## src/rtl/div_unit_iter.sv

```systemverilog
// div_unit_iter: iterative restoring divider for RV32M DIV/DIVU/REM/REMU.
// One quotient bit per clock, then a sign/special-case fix-up cycle.
module div_unit_iter #(
   parameter int WIDTH = 32,
   parameter int CNT_W = 6
) (
   input  logic             clk,
   input  logic             rst,
   input  logic             start,
   input  logic [1:0]       op,
   input  logic [WIDTH-1:0] dividend,
   input  logic [WIDTH-1:0] divisor,
   output logic             busy,
   output logic             done,
   output logic [WIDTH-1:0] result
);

   typedef enum logic [1:0] {
      IDLE,
      CALC,
      FIX
   } state_t;

   localparam logic [WIDTH-1:0] ONE     = WIDTH'(1);
   localparam logic [WIDTH:0]   ONE_X   = (WIDTH+1)'(1);
   localparam logic [WIDTH-1:0] MIN_NEG = {1'b1, {(WIDTH-1){1'b0}}};
   localparam logic [CNT_W-1:0] LAST    = CNT_W'(WIDTH-1);
   localparam logic [CNT_W-1:0] CNT_ONE = CNT_W'(1);

   state_t           state;
   state_t           state_next;

   logic             rem_sel;
   logic             neg_quo;
   logic             neg_rem;
   logic             div_zero;
   logic             ovf;
   logic [WIDTH-1:0] orig_dvd;
   logic [WIDTH-1:0] rem_q;
   logic [WIDTH-1:0] quo_q;
   logic [WIDTH-1:0] dvs_q;
   logic [CNT_W-1:0] count;

   logic             signed_op;
   logic             sgn_a;
   logic             sgn_b;
   logic [WIDTH-1:0] mag_a;
   logic [WIDTH-1:0] mag_b;
   logic             ovf_in;

   logic [WIDTH:0]   r_sh;
   logic [WIDTH:0]   diff;
   logic             fits;

   logic [WIDTH-1:0] quo_fix;
   logic [WIDTH-1:0] rem_fix;
   logic [WIDTH-1:0] res_next;

   // Operand preparation: signs and magnitudes of the incoming request.
   always_comb begin
      signed_op = ~op[0];
      sgn_a     = signed_op & dividend[WIDTH-1];
      sgn_b     = signed_op & divisor[WIDTH-1];
      mag_a     = sgn_a ? (~dividend + ONE) : dividend;
      mag_b     = sgn_b ? (~divisor + ONE) : divisor;
      ovf_in    = signed_op & (dividend == MIN_NEG) & (divisor == '1);
   end

   // One restoring step: shift in the next dividend bit, trial subtract.
   always_comb begin
      r_sh = {rem_q, quo_q[WIDTH-1]};
      diff = r_sh + ~{1'b0, dvs_q} + ONE_X;
      fits = ~diff[WIDTH];
   end

   // Final selection with sign correction and special-case overrides.
   always_comb begin
      quo_fix = neg_quo ? (~quo_q + ONE) : quo_q;
      rem_fix = neg_rem ? (~rem_q + ONE) : rem_q;
      if (div_zero) begin
         quo_fix = '1;
         rem_fix = orig_dvd;
      end else if (ovf) begin
         quo_fix = MIN_NEG;
         rem_fix = '0;
      end
      res_next = rem_sel ? rem_fix : quo_fix;
   end

   // Next-state logic and busy flag.
   always_comb begin
      state_next = state;
      busy       = (state != IDLE);
      unique case (state)
         IDLE:    if (start) state_next = CALC;
         CALC:    if (count == LAST) state_next = FIX;
         FIX:     state_next = IDLE;
         default: state_next = IDLE;
      endcase
   end

   // State register.
   always_ff @(posedge clk or posedge rst) begin
      if (rst) state <= IDLE;
      else     state <= state_next;
   end

   // Datapath registers: latch on start, iterate in CALC, publish in FIX.
   always_ff @(posedge clk or posedge rst) begin
      if (rst) begin
         rem_sel  <= 1'b0;
         neg_quo  <= 1'b0;
         neg_rem  <= 1'b0;
         div_zero <= 1'b0;
         ovf      <= 1'b0;
         orig_dvd <= '0;
         rem_q    <= '0;
         quo_q    <= '0;
         dvs_q    <= '0;
         count    <= '0;
         result   <= '0;
         done     <= 1'b0;
      end else begin
         done <= 1'b0;
         unique case (state)
            IDLE: begin
               if (start) begin
                  rem_sel  <= op[1];
                  neg_quo  <= sgn_a ^ sgn_b;
                  neg_rem  <= sgn_a;
                  div_zero <= (divisor == '0);
                  ovf      <= ovf_in;
                  orig_dvd <= dividend;
                  rem_q    <= '0;
                  quo_q    <= mag_a;
                  dvs_q    <= mag_b;
                  count    <= '0;
               end
            end
            CALC: begin
               rem_q <= fits ? diff[WIDTH-1:0] : r_sh[WIDTH-1:0];
               quo_q <= {quo_q[WIDTH-2:0], fits};
               count <= count + CNT_ONE;
            end
            FIX: begin
               result <= res_next;
               done   <= 1'b1;
            end
            default: ;
         endcase
      end
   end

endmodule

```

## config.mk

```make
export PLATFORM = sky130hd
export DESIGN_NAME = div_unit_iter
export DESIGN_NICKNAME = d
export VERILOG_FILES = /design/src/rtl/div_unit_iter.sv
export SDC_FILE = /design/constraint.sdc
export NUM_CORES = 1
export LEC_CHECK = 0
export CAP_MARGIN = 25
export CORE_MARGIN = 3
export CORE_UTILIZATION = 60
export CTS_CLUSTER_SIZE = 25
export DETAILED_ROUTE_END_ITERATION = 16
export HOLD_SLACK_MARGIN = 0.15
export PLACE_DENSITY = 0.82
export RECOVER_POWER = 25
export SYNTH_ARGS = -nofsm -noshare
export SYNTH_HDL_FRONTEND = slang
export SYNTH_SLANG_ARGS = --single-unit
```

## constraint.sdc

```tcl
create_clock -name clk -period 11.06 [get_ports clk]
set_input_delay 3.318 -clock clk [delete_from_list [all_inputs] [get_ports clk]]
set_output_delay 3.318 -clock clk [all_outputs]
set_load 0.02 [all_outputs]
```

# [Word level (Yosys, flattened, before mapping)]
# Cells that the tools add are included.
[classes] n_addsub=7 n_eq_ne=7 n_mux=20 n_bitwise=12 n_reduce_logical=7
[op_table] operator="2-to-1 mux 32 bit" count=12
[op_table] operator="adder 32 x 1 -> 32 bit (second input constant)" count=4
[op_table] operator="NOT 32 bit" count=4
[op_table] operator="case mux 32 bit (2 select lines)" count=2
[op_table] operator="equality test 32 bit (second input constant)" count=2
[op_table] operator="adder 33 x 1 -> 33 bit (second input constant)" count=1
[op_table] operator="adder 33 bit" count=1
[op_table] operator="NOT 32 -> 33 bit" count=1
[op_table] operator="logical NOT 32 bit" count=1
[op_table] operator="case mux 6 bit (2 select lines)" count=1
[op_table] operator="adder 6 x 1 -> 6 bit (second input constant)" count=1
[op_table] operator="equality test 6 x 5 -> 1 bit (second input constant)" count=1
[op_table] operator="2-to-1 mux 6 bit" count=1
[op_table] operator="AND reduction 2 bit" count=3
[op_table] operator="bitwise AND 1 bit" count=4
[op_table] operator="2-to-1 mux 2 bit" count=2
[op_table] operator="!= test 2 bit (second input constant)" count=2
[op_table] operator="case mux 2 bit (2 select lines)" count=1
[op_table] operator="nonzero test 2 bit" count=2
[op_table] operator="equality test 2 x 1 -> 1 bit (second input constant)" count=1
[op_table] operator="equality test 2 bit (second input constant)" count=1
[op_table] operator="logical NOT 2 bit" count=1
[op_table] operator="NOT 1 bit" count=2
[op_table] operator="2-to-1 mux 1 bit" count=1
[op_table] operator="XOR 1 bit" count=1
[totals] register_bits=174 inputBits=69 output_inout_bits=34 elab_cells=66

# [Logic depth before layout (Yosys ltp)]
# Gate-level depths: netlist (run 1).
[logic_depth] word_depth=6 depth_mapped=13 mapped_depth_nobuf=11

# [Least setup slack after synthesis (run 1)]
# No wires, ideal clock.
[synth_timing] path_kind="input -> register" startpoint="in dividend[6]" endpoint="reg quo_q[30]" arrival_ns=5.315 setup_slack_ns=5.615 cell_stages=8 path_cell_list="or4_1 -> or3_4 -> nor4_4 -> nand3b_1 -> nor4_2 -> a211oi_1 -> a31oi_1 -> o21ai_1"
[synth_between] elab_chain_cells=5
[synth_lines] element="start, declared" line="11" rtl="input logic [WIDTH-1:0] dividend,"
[synth_lines] element="NOT 32 bit" line="64" rtl="mag_a = sgn_a ? (~dividend + ONE) : dividend;"
[synth_lines] element="adder 32 x 1 -> 32 bit" line="64"
[synth_lines] element="2-to-1 mux 32 bit" line="64"
[synth_lines] element="2-to-1 mux 32 bit" line="127" rtl="if (start) begin"
[synth_lines] element="case mux 32 bit (2 select lines)" line="125" rtl="unique case (state)"
[synth_lines] element="end signal, assigned" line="135" rtl="quo_q <= mag_a;"
[synth_lines] element="end signal, assigned" line="142" rtl="quo_q <= {quo_q[WIDTH-2:0], fits};"
[synth_lines] element="end, declared" line="40" rtl="logic [WIDTH-1:0] quo_q;"
# No other way between the ends. The select of a mux whose other input is x is not followed.
# A chain may end at the register's enable or synchronous reset.

# [Final worst setup path (run 1)]
[layout_timing] startpoint="in start" endpoint="reg quo_q[30]"
[layout_between] elab_chain_cells=2
[layout_lines] element="start, declared" line="9" rtl="input logic start,"
[layout_lines] element="!= test 2 bit (no line)"
[layout_lines] element="AND reduction 2 bit (no line)"
# No other way between the ends.

==> results.toml, run 1 <==
[run_status]
status = "finished, violations left"
violations = "max-capacitance violations, max-slew violations"

[clock_tree]
cts.clk_slew.worst_paths_ps = 80
clk_latency_ps = 440
cts_tree = "built"
cts_buffer_depth = 2
cts_buffers = 17
cts-root-buf = "clkbuf_16"
hold_buffers = 0
cts_sinks = 174
cts_htree_levels = 4
cts_resized = 0
postCtsSetupBuffers = 0

[timing]
setup_viol = 0
hold_viol_final = 0
drv_slew = 176
setup_tns_ps = 0
timing.fmax_mhz = 157
rsz0062_at_grt = "no"
worst_slew_pin_slew_ps = 2440
skew_ps = 12.2
period_share_pct = 57.5
relSlewSlack_pct = -62.8
finalCriticalPeriod_ps = 6360

[yosys]
yosysWarnings = 0
synth_top_cells_by_area = "dfrtp_1 36%, nand2_1 8.4%, o21ai_0 6.9%, xnor2_1 5.1%, xor2_1 4.7%"
synth_common_cells = "274 x nand2_1, 174 x dfrtp_1, 169 x o21ai_0"
synth.distinct_cells = 78
seq_area_frac_synth_pct = 35.5
synth_nets = 1639
ys_ff_latch = 174
synth_area_per_cell_um2 = 8.01
synth_edf_count = 0
syn_area_um2 = 12300
async_reset_ff_share_pct = 100
synth_top_area_share_pct = 35.5
yosysTopAreaCell = "dfrtp_1"
synth_cells = 1531
ys.flop_type = "dfrtp_1"
synth.most_common_cell = "nand2_1"

[route]
drc = 0
final_antenna_net_count = 0
post_drt_wl_per_cell_um = 19.8
vias_per_cell = 6.44
wirelength_mm = 36.8
drtIter0Drc = 1207
firstDrtPassIters = 6
vias = 11900

[setup_path]
cp.required_ps = 11370
cp-end-kind = "flop"
worstPathMaxFanout = 61
cp-start-kind = "input port"
path_class = "input port to flop"
cp.arrival_ps = 6670

[final_layout]
antenna_cells = 0
syn2layout_area_growth_pct = 14.4
drive_gt1_share_pct = 4.91
design_area_um2 = 14000
nets = 1684
instances_no_fill = 1854

[global_route]
antenna_found_initial = 0
grt_pass1_wl_mm = 58.1
grt_usage_pct = 32.9
grt.overflow.total = 0
grt_start_max_net_pins = 115
grt_pass1_vias = 10900

[run]
cap_violations = 4

[die]
start_util_pct = 62.0
dieArea_um2 = 22200
coreArea_um2 = 19800
die_w_um = 149
die_h_um = 149
num_rows = 51
ioPinCount = 103

[pwr]
powerDensity_nw_per_um2 = 287
p_leak_nw = 5.87
vdd.ir_drop.worst_mv = 0.162

[placement]
postPlaceCellArea_um2 = 13400
place.gp.congestion = 0.995
placed_cells = 1820
place.port_buffers = 102
dp_hpwl_mm = 26.4

[worst_hold_path]
hold_path_class = "flop to flop"
## sequential cells by signal, summed over array words and instances (netlist names)
| signal | count |
|---|---|
| rem_sel | 1 |
| done | 1 |
| state | 2 |
| count | 6 |
| quo_q | 32 |
| rem_q | 32 |
| ovf | 1 |
| neg_quo | 1 |
| neg_rem | 1 |
| div_zero | 1 |
| orig_dvd | 32 |
| dvs_q | 32 |
| result | 32 |
## critical path, stage by stage
cell and delay, ps:
dlygate4sd3_1 540, and2_2 130, clkbuf_1 1730, nor2_4 -20
buf_4 430, a32o_1 310, a21oi_1 120, o21ai_1 80
## final cells by class
class | instances | area [um2]
Tap cell | 265 | 332
Inverter | 60 | 226
Clock buffer | 19 | 443
Clock inverter | 13 | 148
Timing Repair Buffer | 117 | 1160
Fill cell | 1651 | 5760
Multi-Input combinational cell | 1206 | 7360
Sequential cell | 174 | 4350
## metal layers
metal	vias up	track usage [%]	wire length (um)
li1	5547	-	-
met1	5642	47.6	15700
met2	653	49.2	16300
met3	89	7.69	3780
met4	0	10.3	1010
met5	-	0	0
## path summary, 6_finish.rpt
path	start	depth (start not counted)	endpoint	slack, ps
setup / recovery	start	8	quo_q[30]$_DFFE_PP0P_	4700
hold / removal	result[19]$_DFFE_PP0P_	2	result[19]$_DFFE_PP0P_	480
setup reg to reg	state[1]$_DFFE_PP0P_	4	result[31]$_DFFE_PP0P_	7320
hold reg to reg	result[19]$_DFFE_PP0P_	2	result[19]$_DFFE_PP0P_	480
max in group asynchronous	rst	3	dvs_q[12]$_DFFE_PP0P_	5470
min in group asynchronous	rst	2	quo_q[5]$_DFFE_PP0P_	3910
## power breakdown
part / leakage (nW) / total (W) / switching (W) / internal [W]
clock: 0.277 / 0.000621 / 0.000294 / 0.000327
combinational: 3.40 / 0.00221 / 0.00128 / 0.000931
sequential: 2.20 / 0.00118 / 0.000330 / 0.000853
total: 5.87 / 0.00402 / 0.00191 / 0.00211
## cell families after synthesis
| logic type | count (synthesis) | share of synthesized area, % |
|---|---|---|
| adder cells (fa/ha/maj) | 39 | 4.04 |
| AO/OA/AOI/OAI | 472 | 24.1 |
| XOR/XNOR | 137 | 9.79 |
| AND/OR/NAND/NOR | 553 | 21.4 |
| flip-flops | 174 | 35.5 |
| buffers and inverters | 151 | 4.71 |
| multiplexers | 5 | 0.449 |
## stage by stage
step                util, %  hold slack [ps]  total power, W  worst slack, ps
floorplan                 -              436         0.00273             3030
global placement       67.7              454         0.00324             4890
detailed placement     67.8              462         0.00330             4850
CTS                    70.8              472         0.00393             5270
global route           70.9              503         0.00429             4530
finish                 70.9              477         0.00402             4700
## cells in the final DEF (no fill, tap or decap), types with 5 or more instances in the layout
cell type / n
inv_1: 57
o41ai_1: 10
a211oi_1: 5
dfrtp_1: 174
o22ai_1: 9
o211ai_1: 30
or4_1: 8
xnor2_1: 71
a22oi_1: 30
a31oi_1: 13
a221o_1: 6
and3_1: 18
clkdlybuf4s50_1: 100
nor2_1: 84
o21ai_0: 170
nand2b_1: 15
or2_2: 7
a21o_1: 18
nand4_1: 32
nand3_1: 28
nor3_1: 28
o21bai_1: 6
clkbuf_1: 5
buf_4: 9
o21a_1: 7
a21oi_1: 102
a221oi_1: 5
o31ai_1: 23
clkbuf_16: 17
nand2_1: 274
xor2_1: 66
or3_1: 15
ha_1: 38
nor2b_1: 8
nor4_1: 8
Note: power is estimated with default switching activity, not from simulation.
==> inputs of run 2 (changes only) <==
--- a/config.mk
+++ b/config.mk
@@ -7,11 +7,11 @@
 export LEC_CHECK = 0
 export CAP_MARGIN = 25
 export CORE_MARGIN = 3
-export CORE_UTILIZATION = 60
+export CORE_UTILIZATION = 54
 export CTS_CLUSTER_SIZE = 25
 export DETAILED_ROUTE_END_ITERATION = 16
 export HOLD_SLACK_MARGIN = 0.15
-export PLACE_DENSITY = 0.82
+export PLACE_DENSITY = 0.78
 export RECOVER_POWER = 25
 export SYNTH_ARGS = -nofsm -noshare
 export SYNTH_HDL_FRONTEND = slang
==> constraint.sdc (replaced) <==
create_clock -name clk -period 5.25 [get_ports clk]
set_input_delay 1.575 -clock clk [delete_from_list [all_inputs] [get_ports clk]]
set_output_delay 1.575 -clock clk [all_outputs]
set_load 0.02 [all_outputs]
==> run 2 against run 1 <==
Compared with the run above:
- the flow still finishes with violations (max-capacitance violations, max-slew violations)
- clock skew is 2.5 ps higher
- die area increased by 11%
- final area up 0.48%
==> results.toml, run 2 (same netlist as run 1, synthesis figures left out) <==
[placement]
place.gp.congestion = 0.969
place.port_buffers = 102
dp_hpwl_mm = 27.3
pre_cts_ws_ps = 731

[worst_hold_path]
hold_path_class = "flop to flop"
min_from = "orig_dvd[9]$_DFFE_PP0P_"
whs_path_depth = 2
worstHoldEndpoint = "orig_dvd[9]$_DFFE_PP0P_"

[final_layout]
drive_gt1_share_pct = 5.40
syn2layout_area_growth_pct = 14.9
layout_common_cells = "273 x nand2_1, 174 x dfrtp_1, 169 x o21ai_0, 102 x a21oi_1, 101 x clkdlybuf4s50_1"
nets = 1688
antenna_cells = 0
final_common_cell = "nand2_1"

[clock_tree]
postCtsSetupBuffers = 0
cts-root-buf = "clkbuf_16"
cts_tree = "built"
cts_htree_levels = 4
clk_latency_ps = 450
cts_buffers = 17
cts_buffer_depth = 2
hold_buffers = 0
cts_resized = 0
cts.clk_slew.worst_paths_ps = 70
cts_sinks = 174

[setup_path]
r2r-end = "result[31]$_DFFE_PP0P_"
cp_cell_sequence = "clkdlybuf4s50_1 -> or4_1 -> or3_4 -> nor4_4 -> nand3b_1 -> nor4_2 -> a211oi_1 -> a31oi_1 -> o21ai_1"
cp-end-kind = "flop"
cp_num_buf_inv = 1
crit_family = "simple AND/OR/NAND/NOR gates"
cp.required_ps = 5570
path_class = "input port to flop"
r2r-start = "state[1]$_DFFE_PP0P_"
worstPathMaxFanout = 5
slowest_stage = "or4_1"
cp.arrival_ps = 4430
reg2reg_depth = 4
max_stage_delay_ps = 570
rrSetupSlack_ps = 1390
cp-start-kind = "input port"

[route]
firstDrtPassIters = 5
vias = 12000
wirelength_mm = 37.6
vias_per_cell = 6.38
post_drt_wl_per_cell_um = 20.1
final_antenna_net_count = 0
drc = 0
drtIter0Drc = 1308

[global_route]
grt_usage_pct = 30.8
grt.overflow.total = 0
grt_pass1_wl_mm = 60.6
grt_start_max_net_pins = 109
grt_pass1_vias = 11200
antenna_found_initial = 0

[timing]
setup_slack_ps = 1130
hold_viol_final = 0
skew_ps = 14.6
timing.hold.ws_ps = 475
setup_viol = 0
worst_slew_pin_slew_ps = 1870
drv_slew = 111
relSlewSlack_pct = -24.7
setup_tns_ps = 0
timing.fmax_mhz = 243
rsz0062_at_grt = "no"
period_share_pct = 78.4
finalCriticalPeriod_ps = 4120

[run_status]
violations = "max-capacitance violations, max-slew violations"
status = "finished, violations left"

[die]
start_util_pct = 55.5
num_rows = 54
die_h_um = 157
dieArea_um2 = 24500
coreArea_um2 = 22100
ioPinCount = 103
die_w_um = 157

[run]
cap_violations = 3

[pwr]
powerDensity_nw_per_um2 = 600
p_leak_nw = 5.92
vdd.ir_drop.worst_mv = 0.468
power_w = 0.00844
## run 2: cell types whose count changed in the layout (fill, tap and decap cells not counted), moves of 2 or more
cell        before  now
clkinv_4         0    2
buf_4            9   13
clkinvlp_4       4    1
clkinv_8         1    3
## run 2: worst max path at each step
stage	startpoint	end	slack, ps	cells after the start
finish	dividend[4]	quo_q[30]$_DFFE_PP0P_	1130	9
global route	dividend[5]	quo_q[30]$_DFFE_PP0P_	950	9
CTS	dividend[5]	quo_q[30]$_DFFE_PP0P_	1180	9
detailed placement	dividend[5]	quo_q[30]$_DFFE_PP0P_	730	9
global placement	dividend[5]	quo_q[30]$_DFFE_PP0P_	750	9
floorplan	rst	count[0]$_DFFE_PP0P_	1450	1
## run 2: metrics by stage
stage | utilization, % | cell area, um2 | cells
finish | 63.8 | 14100 | 1873
global route | 63.8 | 14100 | 1873
CTS | 63.6 | 14000 | 1871
detailed placement | 61.0 | 13500 | 1839
global placement | 61.0 | 13500 | 1839
floorplan | - | 12300 | 1531
## run 2: area by class of cell
class,instances,area [um2]
fill,1874,8010
multi-input combinational,1206,7370
sequential,174,4350
timing repair buffer,121,1200
clock buffer,18,429
tap,280,350
inverter,60,226
clock inverter,14,148
## run 2: layer usage
layer	global-route usage, %	wire (um)
met4	8.92	983
met2	46.8	16800
met3	6.36	3400
met1	44.7	16500
met5	0	0
## run 2: where the power goes
group,switching [W],total (W),internal (W)
clock network,0.000621,0.00126,0.000634
logic,0.00274,0.00471,0.00197
registers,0.000683,0.00248,0.00180
## run 2: tightest hold or removal path, cell delays in order (launching register included)
cell	delay, ps
dfrtp_1	340
nand2_1	50
nand2_1	60
==> inputs of run 3 (changes only) <==
==> constraint.sdc (replaced) <==
create_clock -name clk -period 3.7 [get_ports clk]
set_input_delay 1.11 -clock clk [delete_from_list [all_inputs] [get_ports clk]]
set_output_delay 1.11 -clock clk [all_outputs]
set_load 0.02 [all_outputs]
==> run 3 against run 2 <==
Compared with the run above:
- largest power group unchanged
- the run still ends with max-capacitance violations, max-slew violations left
- final cell count up 2.5%
- largest cell class unchanged
- power up 44%
- sequential share of layout area down 0.74 points
- critical path depth unchanged
- sequential power up 38%
- worst setup slack worse by 950 ps
- hold slack worse by 5.2 ps
- clock power up 42%
==> results.toml, run 3 (same netlist as run 1, synthesis figures left out) <==
[run_status]
status = "finished, violations left"
violations = "max-capacitance violations, max-slew violations"

[clock_tree]
cts.clk_slew.worst_paths_ps = 70
hold_buffers = 0
cts_resized = 0
cts_buffers = 17
cts_sinks = 174
cts_htree_levels = 4
clk_latency_ps = 440
cts_buffer_depth = 2
postCtsSetupBuffers = 0
cts-root-buf = "clkbuf_16"
cts_tree = "built"

[timing]
finalCriticalPeriod_ps = 3520
setup_slack_ps = 177
period_share_pct = 95.2
relSlewSlack_pct = -0.368
skew_ps = 14.1
setup_viol = 0
drv_slew = 1
worst_slew_pin_slew_ps = 1500
hold_viol_final = 0
rsz0062_at_grt = "no"
timing.fmax_mhz = 284

[die]
coreArea_um2 = 22100
die_w_um = 157
num_rows = 54
ioPinCount = 103
dieArea_um2 = 24500
die_h_um = 157
start_util_pct = 55.5

[final_layout]
fill_cells = 1893
layout_common_cells = "273 x nand2_1, 174 x dfrtp_1, 169 x o21ai_0, 102 x a21oi_1, 101 x clkdlybuf4s50_1"
seqCellArea_um2 = 4350
antenna_cells = 0
drive_gt1_share_pct = 8.29
final_common_cell = "nand2_1"
multi_input_area_um2 = 7370
nets = 1736
instances_no_fill = 1920
syn2layout_area_growth_pct = 17.7
design_area_um2 = 14400

[global_route]
grt_start_max_net_pins = 58
grt_pass1_wl_mm = 61.2
grt.overflow.total = 0
antenna_found_initial = 0
grt_usage_pct = 31.6
grt_pass1_vias = 11400

[pwr]
combPwrFrac_pct = 57.2
p_leak_nw = 6.14
seqPwrFrac_pct = 28.1
internal_power_w = 0.00634
powerDensity_nw_per_um2 = 844
vdd.ir_drop.worst_mv = 0.486
p_sw_w = 0.00584
swShare_pct = 47.9
p_clk_share_pct = 14.7

[setup_path]
worstPathMaxFanout = 3
crit_start = "dividend[6]"
max_stage_delay_ps = 580
crit_family = "simple AND/OR/NAND/NOR gates"
cp.arrival_ps = 3830
cp-end-kind = "flop"
cp_cell_sequence = "clkdlybuf4s50_1 -> or4_1 -> or3_4 -> nor4_4 -> nand3b_1 -> nor4_2 -> a211oi_1 -> a31oi_1 -> o21ai_1"
r2r-start = "quo_q[31]$_DFFE_PP0P_"
path_class = "input port to flop"
cp.required_ps = 4000
cp-start-kind = "input port"
slowest_stage = "or4_1"
cp_num_buf_inv = 1

[run]
cap_violations = 1

[placement]
dp_hpwl_mm = 29.2
placed_cells = 1888
place.port_buffers = 102
place.gp.congestion = 0.957
pre_cts_ws_ps = -222
postPlaceCellArea_um2 = 13900

[route]
drc = 0
post_drt_wl_per_cell_um = 20.3
vias = 12100
firstDrtPassIters = 8
drtIter0Drc = 1482
final_antenna_net_count = 0
vias_per_cell = 6.32
wirelength_mm = 39.0

[worst_hold_path]
hold_path_class = "flop to flop"
min_from = "result[2]$_DFFE_PP0P_"
[run 3: area by class of cell]
| type | count | area share (%) |
|---|---|---|
| inverter | 60 | 1.57 |
| clock inverter | 14 | 1.05 |
| timing repair buffer | 169 | 10.7 |
| sequential | 174 | 30.2 |
| clock buffer | 17 | 2.95 |
| tap | 280 | 2.43 |
| multi-input combinational | 1206 | 51.1 |
[run 3: power groups by stage]
stage          combinational (W)  sequential, W  clock (W)
6_report                 0.00697        0.00342    0.00179
5_1_grt                  0.00768        0.00348    0.00188
4_1_cts                  0.00686        0.00338    0.00179
3_5_place_dp             0.00682        0.00341          0
3_3_place_gp             0.00666        0.00339          0
2_1_floorplan            0.00506        0.00310          0
[run 3: tightest hold or removal path, stage by stage (launching register included)]
cell and delay (ps):
dfrtp_1 350, nand2_1 50, nand2_1 50
[run 3: path summary, 6_finish.rpt]
path | depth (start not counted) | slack [ps] | end
setup reg to reg | 12 | 330 | rem_q[2]$_DFFE_PP0P_
max in group asynchronous | 3 | 620 | quo_q[18]$_DFFE_PP0P_
hold reg to reg | 2 | 470 | result[2]$_DFFE_PP0P_
setup / recovery | 9 | 180 | quo_q[30]$_DFFE_PP0P_
hold / removal | 2 | 470 | result[2]$_DFFE_PP0P_
min in group asynchronous | 2 | 1470 | rem_q[18]$_DFFE_PP0P_
[run 3: through the flow]
step	TNS (ps)	utilization (%)	power [W]	hold slack [ps]
global placement	-422	62.9	0.0101	452
finish	0	65.3	0.0122	470
detailed placement	-962	62.9	0.0102	457
CTS	0	65.5	0.0120	474
global route	0	65.3	0.0130	503
floorplan	0	-	0.00816	436
[run 3: metal layers]
metal / up-vias / track usage [%] / wire (um)
met5: - / 0 / 0
met4: 0 / 9.00 / 947
met3: 70 / 7.38 / 3720
met2: 562 / 47.0 / 17000
met1: 5828 / 46.1 / 17400
li1: 5669 / - / -
